===== src/rtl/prng_reseed_ctrl.sv =====
// Purpose : reseed controller for the Trivium PRNG; takes seeds from an upstream valid/ready
//           channel, pulses the PRNG reseed start, then sinks the PRNG stream into a 2-entry FIFO.
// Latency : seed handshake t -> start pulse t+1; PRNG handshake t -> word on rnd_data at t+1.
// Backpressure: prng_out_ready depends only on FIFO occupancy (registered), never on rnd_ready.
//
// Ports:
//   clk, rst_n                    clock, asynchronous active-low reset
//   seed_valid/seed_ready/seed_in upstream seed channel (80-bit seed)
//   force_reseed                  one-cycle request for an immediate reseed (honoured in RUN only)
//   prng_start_reseed, prng_seed  reseed start pulse and registered seed towards the PRNG
//   prng_busy                     PRNG reseed in progress
//   prng_out_valid/_ready/_rnd    PRNG random stream (this block is the sink)
//   rnd_valid/rnd_ready/rnd_data  random stream towards the masked core (FIFO head)
//   reseeding                     high whenever the stream is not in RUN
//
// Build option: define PRNG_AUTO_RESEED_EN to add the word counter that forces a reseed every
// RESEED_PERIOD accepted words. Without it, RUN is left only on force_reseed.

module prng_reseed_ctrl #(
   parameter int RND           = 128,
   parameter int RESEED_PERIOD = 1024
) (
   input  logic           clk,
   input  logic           rst_n,
   input  logic           seed_valid,
   output logic           seed_ready,
   input  logic [79:0]    seed_in,
   input  logic           force_reseed,
   output logic           prng_start_reseed,
   output logic [79:0]    prng_seed,
   input  logic           prng_busy,
   input  logic           prng_out_valid,
   output logic           prng_out_ready,
   input  logic [RND-1:0] prng_out_rnd,
   output logic           rnd_valid,
   input  logic           rnd_ready,
   output logic [RND-1:0] rnd_data,
   output logic           reseeding
);

   localparam logic [2:0] S_IDLE  = 3'd0;
   localparam logic [2:0] S_START = 3'd1;
   localparam logic [2:0] S_WAIT  = 3'd2;
   localparam logic [2:0] S_RUN   = 3'd3;
   localparam logic [2:0] S_REQ   = 3'd4;

   logic [2:0]     state;
   logic [2:0]     state_nxt;
   logic [79:0]    seed_q;
   logic           seed_hs;
   logic           push;
   logic           pop;
   logic           expire;

   logic [RND-1:0] fifo_mem [2];
   logic           wr_ptr;
   logic           rd_ptr;
   logic [1:0]     fifo_cnt;
   logic           fifo_full;

   // ------------------------------------------------------------------
   // Handshakes and state-derived outputs (no input-to-output paths)
   // ------------------------------------------------------------------
   assign seed_ready        = (state == S_IDLE) || (state == S_REQ);
   assign seed_hs           = seed_ready && seed_valid;
   assign prng_start_reseed = (state == S_START);
   assign prng_seed         = seed_q;
   assign reseeding         = (state != S_RUN);
   assign fifo_full         = (fifo_cnt == 2'd2);
   assign prng_out_ready    = (state == S_RUN) && !fifo_full;
   assign push              = prng_out_valid && prng_out_ready;
   assign rnd_valid         = (fifo_cnt != 2'd0);
   assign pop               = rnd_valid && rnd_ready;
   assign rnd_data          = fifo_mem[rd_ptr];

   // ------------------------------------------------------------------
   // Word counter: counts accepted words since the last START. It is not
   // advanced on the expiring handshake, so it never reaches RESEED_PERIOD.
   // ------------------------------------------------------------------
`ifdef PRNG_AUTO_RESEED_EN
   localparam int               CNT_W = $clog2(RESEED_PERIOD + 1);
   localparam logic [CNT_W-1:0] LAST  = CNT_W'(RESEED_PERIOD - 1);

   logic [CNT_W-1:0] word_cnt;

   assign expire = push && (word_cnt == LAST);

   always_ff @(posedge clk or negedge rst_n) begin
      if (!rst_n) begin
         word_cnt <= '0;
      end else if (state == S_START) begin
         word_cnt <= '0;
      end else if (push && !expire) begin
         word_cnt <= word_cnt + 1'b1;
      end
   end
`else
   assign expire = 1'b0;
`endif

   // ------------------------------------------------------------------
   // Control FSM
   // ------------------------------------------------------------------
   always_comb begin
      state_nxt = state;
      case (state)
         S_IDLE:  if (seed_hs) state_nxt = S_START;
         S_START: state_nxt = S_WAIT;
         // Both conditions in the same cycle: the PRNG has finished and has
         // its first word ready, so RUN can accept immediately.
         S_WAIT:  if (!prng_busy && prng_out_valid) state_nxt = S_RUN;
         // A coincident force and expiry collapse into one REQ entry.
         S_RUN:   if (force_reseed || expire) state_nxt = S_REQ;
         S_REQ:   if (seed_hs) state_nxt = S_START;
         default: state_nxt = S_IDLE;
      endcase
   end

   always_ff @(posedge clk or negedge rst_n) begin
      if (!rst_n) begin
         state  <= S_IDLE;
         seed_q <= '0;
      end else begin
         state <= state_nxt;
         if (seed_hs) begin
            seed_q <= seed_in;
         end
      end
   end

   // ------------------------------------------------------------------
   // 2-entry FIFO. Push is only possible when not full, so a same-cycle
   // push/pop never overflows; contents survive reseeds and drain freely.
   // ------------------------------------------------------------------
   always_ff @(posedge clk or negedge rst_n) begin
      if (!rst_n) begin
         for (int i = 0; i < 2; i++) begin
            fifo_mem[i] <= '0;
         end
         wr_ptr   <= 1'b0;
         rd_ptr   <= 1'b0;
         fifo_cnt <= 2'd0;
      end else begin
         if (push) begin
            fifo_mem[wr_ptr] <= prng_out_rnd;
            wr_ptr           <= ~wr_ptr;
         end
         if (pop) begin
            rd_ptr <= ~rd_ptr;
         end
         fifo_cnt <= fifo_cnt + {1'b0, push} - {1'b0, pop};
      end
   end

endmodule


===== config.mk =====
export PLATFORM = sky130hd
export DESIGN_NAME = prng_reseed_ctrl
export DESIGN_NICKNAME = d
export VERILOG_FILES = /design/src/rtl/prng_reseed_ctrl.sv
export SDC_FILE = /design/constraint.sdc
export NUM_CORES = 1
export LEC_CHECK = 0
export BUFFER_PORTS_ARGS = -buffer_cell sky130_fd_sc_hd__buf_2
export CAP_MARGIN = 10
export CORE_AREA = 2 2 182 184
export DETAILED_ROUTE_END_ITERATION = 6
export DIE_AREA = 0 0 184 186
export PLACE_DENSITY = 0.69
export SYNTH_ARGS = -nofsm -noshare
export SYNTH_HDL_FRONTEND = slang
export SYNTH_SLANG_ARGS = --single-unit
export TNS_END_PERCENT = 100

===== constraint.sdc =====
create_clock -name clk -period 1.9 [get_ports clk]
set_input_delay 0.38 -clock clk [delete_from_list [all_inputs] [get_ports clk]]
set_output_delay 0.38 -clock clk [all_outputs]
set_load 0.01 [all_outputs]

* After elaboration in Yosys (flattened, before gate mapping)
Cells that the tools add are included.
** Cells by class
- Bitwise operators :: 4
- $add $sub $neg :: 2
- Multiplexer cells :: 10
- Equality and inequality tests :: 9
- Magnitude comparators :: 3
- Reductions and logical operators :: 13
** Operator list (count)
- 2-to-1 mux 128 bit :: 4
- bitwise mux 256 bit :: 1
- demux 128 bit (select 1 bit) :: 1
- case mux 3 bit (4 select lines) :: 1
- 2-to-1 mux 3 bit :: 3
- == test 3 x 2 -> 1 bit, second input constant :: 2
- logical AND 1 bit :: 6
- >= comparator 2 bit, second input constant :: 2
- != test 2 bit, second input constant :: 2
- inverter 1 -> 2 bit :: 2
- == test 3 x 1 -> 1 bit, second input constant :: 1
- == test 3 bit, second input constant :: 1
- logical NOT 3 bit :: 1
- != test 3 x 2 -> 1 bit, second input constant :: 1
- AND reduction 3 bit :: 1
- adder 2 x 1 -> 2 bit :: 1
- == test 2 bit, second input constant :: 1
- logical NOT 1 bit :: 2
- < comparator 2 x 1 -> 1 bit, second input constant :: 1
- != test 2 x 1 -> 1 bit, second input constant :: 1
- inverter 1 bit :: 2
- nonzero test 2 bit :: 1
- OR reduction 2 bit :: 1
- subtractor 2 x 1 -> 2 bit :: 1
- logical OR 1 bit :: 1
** Word-level totals
- Flip-flop bits (word level) :: 343

* Longest topological paths before layout
- Depth in word-level cells :: 6
- Depth in mapped cells :: 7

* Worst setup path before layout
No wires, ideal clock.
- Path type :: reg2reg
- Start :: register fifo_cnt[1]
- End :: register fifo_cnt[1]
- Setup time :: 0.123 ns
- Arrival time :: 1.622 ns
- Required time :: 1.777 ns
- Stages on the path, launching flop included :: 8
- Period minus slack after synthesis :: 1.744 ns
- Path buffers :: 0
- Slack :: 0.156 ns
- Cells stage by stage :: dfrtp_1 > or2_2 > and2_1 > ha_1 > inv_1 > ha_1 > xnor2_1 > xnor2_1
** RTL lines
- start, declared :: line 58 : logic [1:0] fifo_cnt;
- start signal, assigned :: line 151 : fifo_cnt <= fifo_cnt + {1'b0, push} - {1'b0, pop};
- nonzero test 2 bit :: line 72 : assign rnd_valid = (fifo_cnt != 2'd0);
- net rnd_valid :: line 35 : output logic rnd_valid,
- logical AND 1 bit :: line 73 : assign pop = rnd_valid && rnd_ready;
- net pop :: line 52 : logic pop;
- subtractor 2 x 1 -> 2 bit :: line 151
The timed path passes the listed nets, and every way through them passes these cells.
A chain may end at the register's enable or synchronous reset.

* Worst setup path after layout
- Start :: register rd_ptr
- End :: output rnd_data[4]
** Between the ends
- Longest elaborated chain between the ends :: 4
** Ends and longest elaborated chain
- start, declared :: line 57 : logic rd_ptr;
- start signal, assigned :: line 149 : rd_ptr <= ~rd_ptr;
- inverter 1 -> 2 bit (not written as such) :: line 74 : assign rnd_data = fifo_mem[rd_ptr];
- 2-to-1 mux 128 bit (not written as such) (3 in a row) :: line 74
- end, declared :: line 37 : output logic [RND-1:0] rnd_data,
No other way between the ends. The select of a mux whose other input is x is not followed.

==> summary.txt <==
Route
  • Vias/cell: 5.108
  • Antenna-violating nets left: 0
  • First drt pass iteration count: 4
  • WL final: 39,090 um
  • Initial drt markers: 264
  • WL per Instance: 21.28 um
  • Via count: 9,384
  • Drt drc: 0

STA
  • Clock skew: 0.01579 ns
  • RSZ-0062 raised after global routing: yes
  • Worst Hold Margin: 0.08537 ns
  • Max Freq: 0.4508 GHz
  • Final setup viols: 135
  • Max-slew violation count: 0
  • Crit path time final: 2.218 ns
  • Rel. slew slack: about 70%
  • Least-Margin Pin Slew: approximately 0.42 ns
  • Final WS setup: -0.3181 ns
  • Final Cycle Share: 116.7%
  • Setup TNS: -35.87 ns
  • Final hold violation count: 0

Floorplanning
  • Die ar.: 34,220 sq um
  • Initial Utilization: 44.71%
  • Area of the core: about 32,000 sq um
  • Die W: 184 um
  • Die height: 186 um
  • Row Count: 66
  • I/O Pins: 428

Setup path
  • Reg-to-Reg End: fifo_mem[234]$_DFFE_PN0P_
  • CP Class: flip-flop to primary output
  • CP peak stage delay: 0.47 ns
  • Origin of the worst setup path: rd_ptr$_DFFE_PN0P_
  • Crit-path leading delay family: buffers and inverters
  • Worst setup EP type: primary output
  • Required @ worst endpoint: 1.52 ns
  • R2R depth: 6
  • CP bufs+invs: 3
  • Register-to-Register Setup Slack: -0.02 ns
  • Cells along the critical path: buf_8, clkbuf_16, mux2_2, buf_2
  • CP arrival: 1.84 ns
  • CP max FO: 7
  • CP startpoint kind: flip-flop
  • FF-to-FF Start: fifo_cnt[1]$_DFF_PN0_
  • Slowest cell on crit path: dfrtp_4

Clock tree
  • CTS Buf Count: 40
  • H-tree depth: 2
  • Clock buffer depth: 3
  • Clock-pin slew on the worst setup and hold paths: 0.06 ns
  • Clock root buffer: clkbuf_16
  • CTS sink count: 343
  • TritonCTS clock tree: built
  • Worst-Skew Late Latency: 0.52 ns

Power and ir drop
  • Switching pwr: 11.57 mW
  • Sw frac: 31.02%
  • Pwr/cell area: 1835 nW/um^2
  • Clock network fraction of design power: 20.8%
  • Sequential power share: 34.1%
  • Peak supply drop: roughly 1300 uV
  • Int Pwr: ~26 mW
  • Combinational Power Share: 45.0%
  • Tot Pwr: 37.30 mW
  • Static Leakage: 9.734 nW

Placement
  • Port Buffers: 427
  • RePlAce Congestion: 0.7720
  • Placed cell area: 17,360 sq um
  • Placed insts: 1,722
  • Dpl ws: 0.05828 ns
  • Post-DP HPWL: 24,990 um

Logic synthesis
  • Yosys reg bits: ~340
  • Post-Syn Area: approximately 14,000 sq um
  • Yosys Warn Count: 0
  • Ranking of synthesized cells by area: dfrtp_1, mux2_2, buf_6, buf_4, buf_2
  • Net Count, Synth: 1,104
  • Avg Inst Size Synth: 16.23 sq um
  • Post-synth top area share: between 50% and 60%
  • Post-Synthesis Cells: 887
  • Register area share after synthesis: 59.61%
  • Yosys cell types: 28
  • Yosys top cell by area: dfrtp_1

Global route
  • Grt ovf: 0
  • Vias in the first global route: 9,962
  • Initial antenna violation count: 8
  • Largest net degree at the start of global routing: 55
  • Overall routing resource usage: 20.75%
  • First-pass GRT wire length: 54,970 um

Min path
  • HP Start: seed_in[5]
  • Hold path cells: 2
  • Hold worst-path end: prng_seed[5]$_DFFE_PN0P_
  • Worst min-delay path class: input port to flip-flop

Final layout
  • Non-Filler Instances: 1,837
  • Area Overhead vs Synth: 41.17%
  • Cell area after layout: slightly above 20,000 sq um
  • Ratio of cells with drive above 1 in the final layout: between 70% and 80%
  • Final #Nets: roughly 1,600
  • Layout Utilization: 63.12%

Run status
  • Violated checks: setup timing
  • Status: complete, but fails checks

Flow run
  • MaxCap Viol Count: 0
how the worst max path moves through the flow:
| stage | endpoint | slack (ns) | cells after the start |
|---|---|---|---|
| 2_1_floorplan | fifo_cnt[1]$_DFF_PN0_ | 0.16 | 7 |
| 3_3_place_gp | fifo_mem[187]$_DFFE_PN0P_ | 0.12 | 5 |
| 3_5_place_dp | fifo_mem[204]$_DFFE_PN0P_ | 0.06 | 5 |
| 4_1_cts | rnd_data[125] | -0.35 | 4 |
| 5_1_grt | rnd_data[4] | -0.37 | 4 |
| 6_report | rnd_data[4] | -0.32 | 4 |
area by class of cell:
type / instances / area (sq um)
Sequential cell: 343 / 8587
Timing Repair Buffer: 514 / 3925
Antenna cell: 6 / 15.01
Clock buffer: 56 / 1192
Inverter: 3 / 11.26
Tap cell: 408 / 510.5
Clock inverter: 17 / 171.4
Multi-Input combinational cell: 490 / 5914
Fill cell: 2418 / 11880
per-layer routing:
metal | vias to the layer above | wire length (um) | GRT usage, %
met3 | 53 | 3083 | 6.965
met5 | - | 40 | 0
met1 | 4815 | 15800 | 24.31
met4 | 8 | 672 | 5.760
li1 | 4212 | - | -
met2 | 296 | 19490 | 36.39
cell usage in the layout, fill, tap and decap left out, drive strengths merged:
master / Yosys / layout
buf: 39 / 498
mux2: 464 / 464
dfrtp: 343 / 343
clkbuf: 12 / 71
clkinv: 0 / 12
diode: 0 / 6
inv: 3 / 5
bufinv: 0 / 3
nor3b: 3 / 3
nor2: 2 / 2
xnor2: 2 / 2
xor2: 2 / 2
ha: 2 / 2
and2: 2 / 2
nand3b: 2 / 2
nor3: 2 / 2
or2: 1 / 1
and2b: 1 / 1
nor4b: 1 / 1
nand2: 1 / 1
nand2b: 1 / 1
a21oi: 1 / 1
o21bai: 1 / 1
and3: 1 / 1
o21ai: 1 / 1
dlygate4sd3: 0 / 1
flip-flops by register name, indices dropped and copies added, names as in the netlist:
signal	cells
state	3
rd_ptr	1
fifo_cnt	2
prng_seed	80
wr_ptr	1
fifo_mem	256
power by group through the flow:
stage | clock network [mW] | logic, mW | registers [mW]
after global routing | 8.26 | 17.9 | 13.2
final | 7.76 | 16.8 | 12.7
after CTS | 7.94 | 14.7 | 12.7
after global placement | 0 | 13.3 | 12.5
after detailed placement | 0 | 13.5 | 12.7
after floorplan | 0 | 8.23 | 12.7
cell usage after synthesis:
master    count
mux2_2      464
dfrtp_1     343
buf_4        14
clkbuf_1     12
buf_2        11
buf_6        11
inv_1         3
nor3b_1       3
and2_1        2
buf_8         2
ha_1          2
nor2_1        2
xnor2_1       2
xor2_1        2
a21oi_1       1
and2b_1       1
and3_1        1
buf_1         1
nand2_1       1
nand2b_1      1
nand3b_1      1
nand3b_4      1
nor3_1        1
nor3_2        1
nor4b_4       1
o21ai_0       1
o21bai_1      1
or2_2         1
kinds of logic after synthesis:
group           Yosys count  synth area share (%)
xor+xnor                  4                0.2434
flops                   343                 59.61
fa+ha+maj                 2                0.1738
compound gates            3                0.1216
mux                     464                 36.29
simple gates             17                0.9646
buf+inv                  54                 2.598
repair_timing:
| action | CTS | global route |
|---|---|---|
| hold buffers | 1 | 0 |
| buffers inserted | 4 | 6 |
| pin swaps | 0 | 1 |
| endpoints found under the hold margin | 30 | 0 |
| endpoints found under the setup margin | 130 | 236 |
| gates cloned | 5 | 20 |
| resized for setup | 32 | 191 |
(Power assumes the default switching activity.)
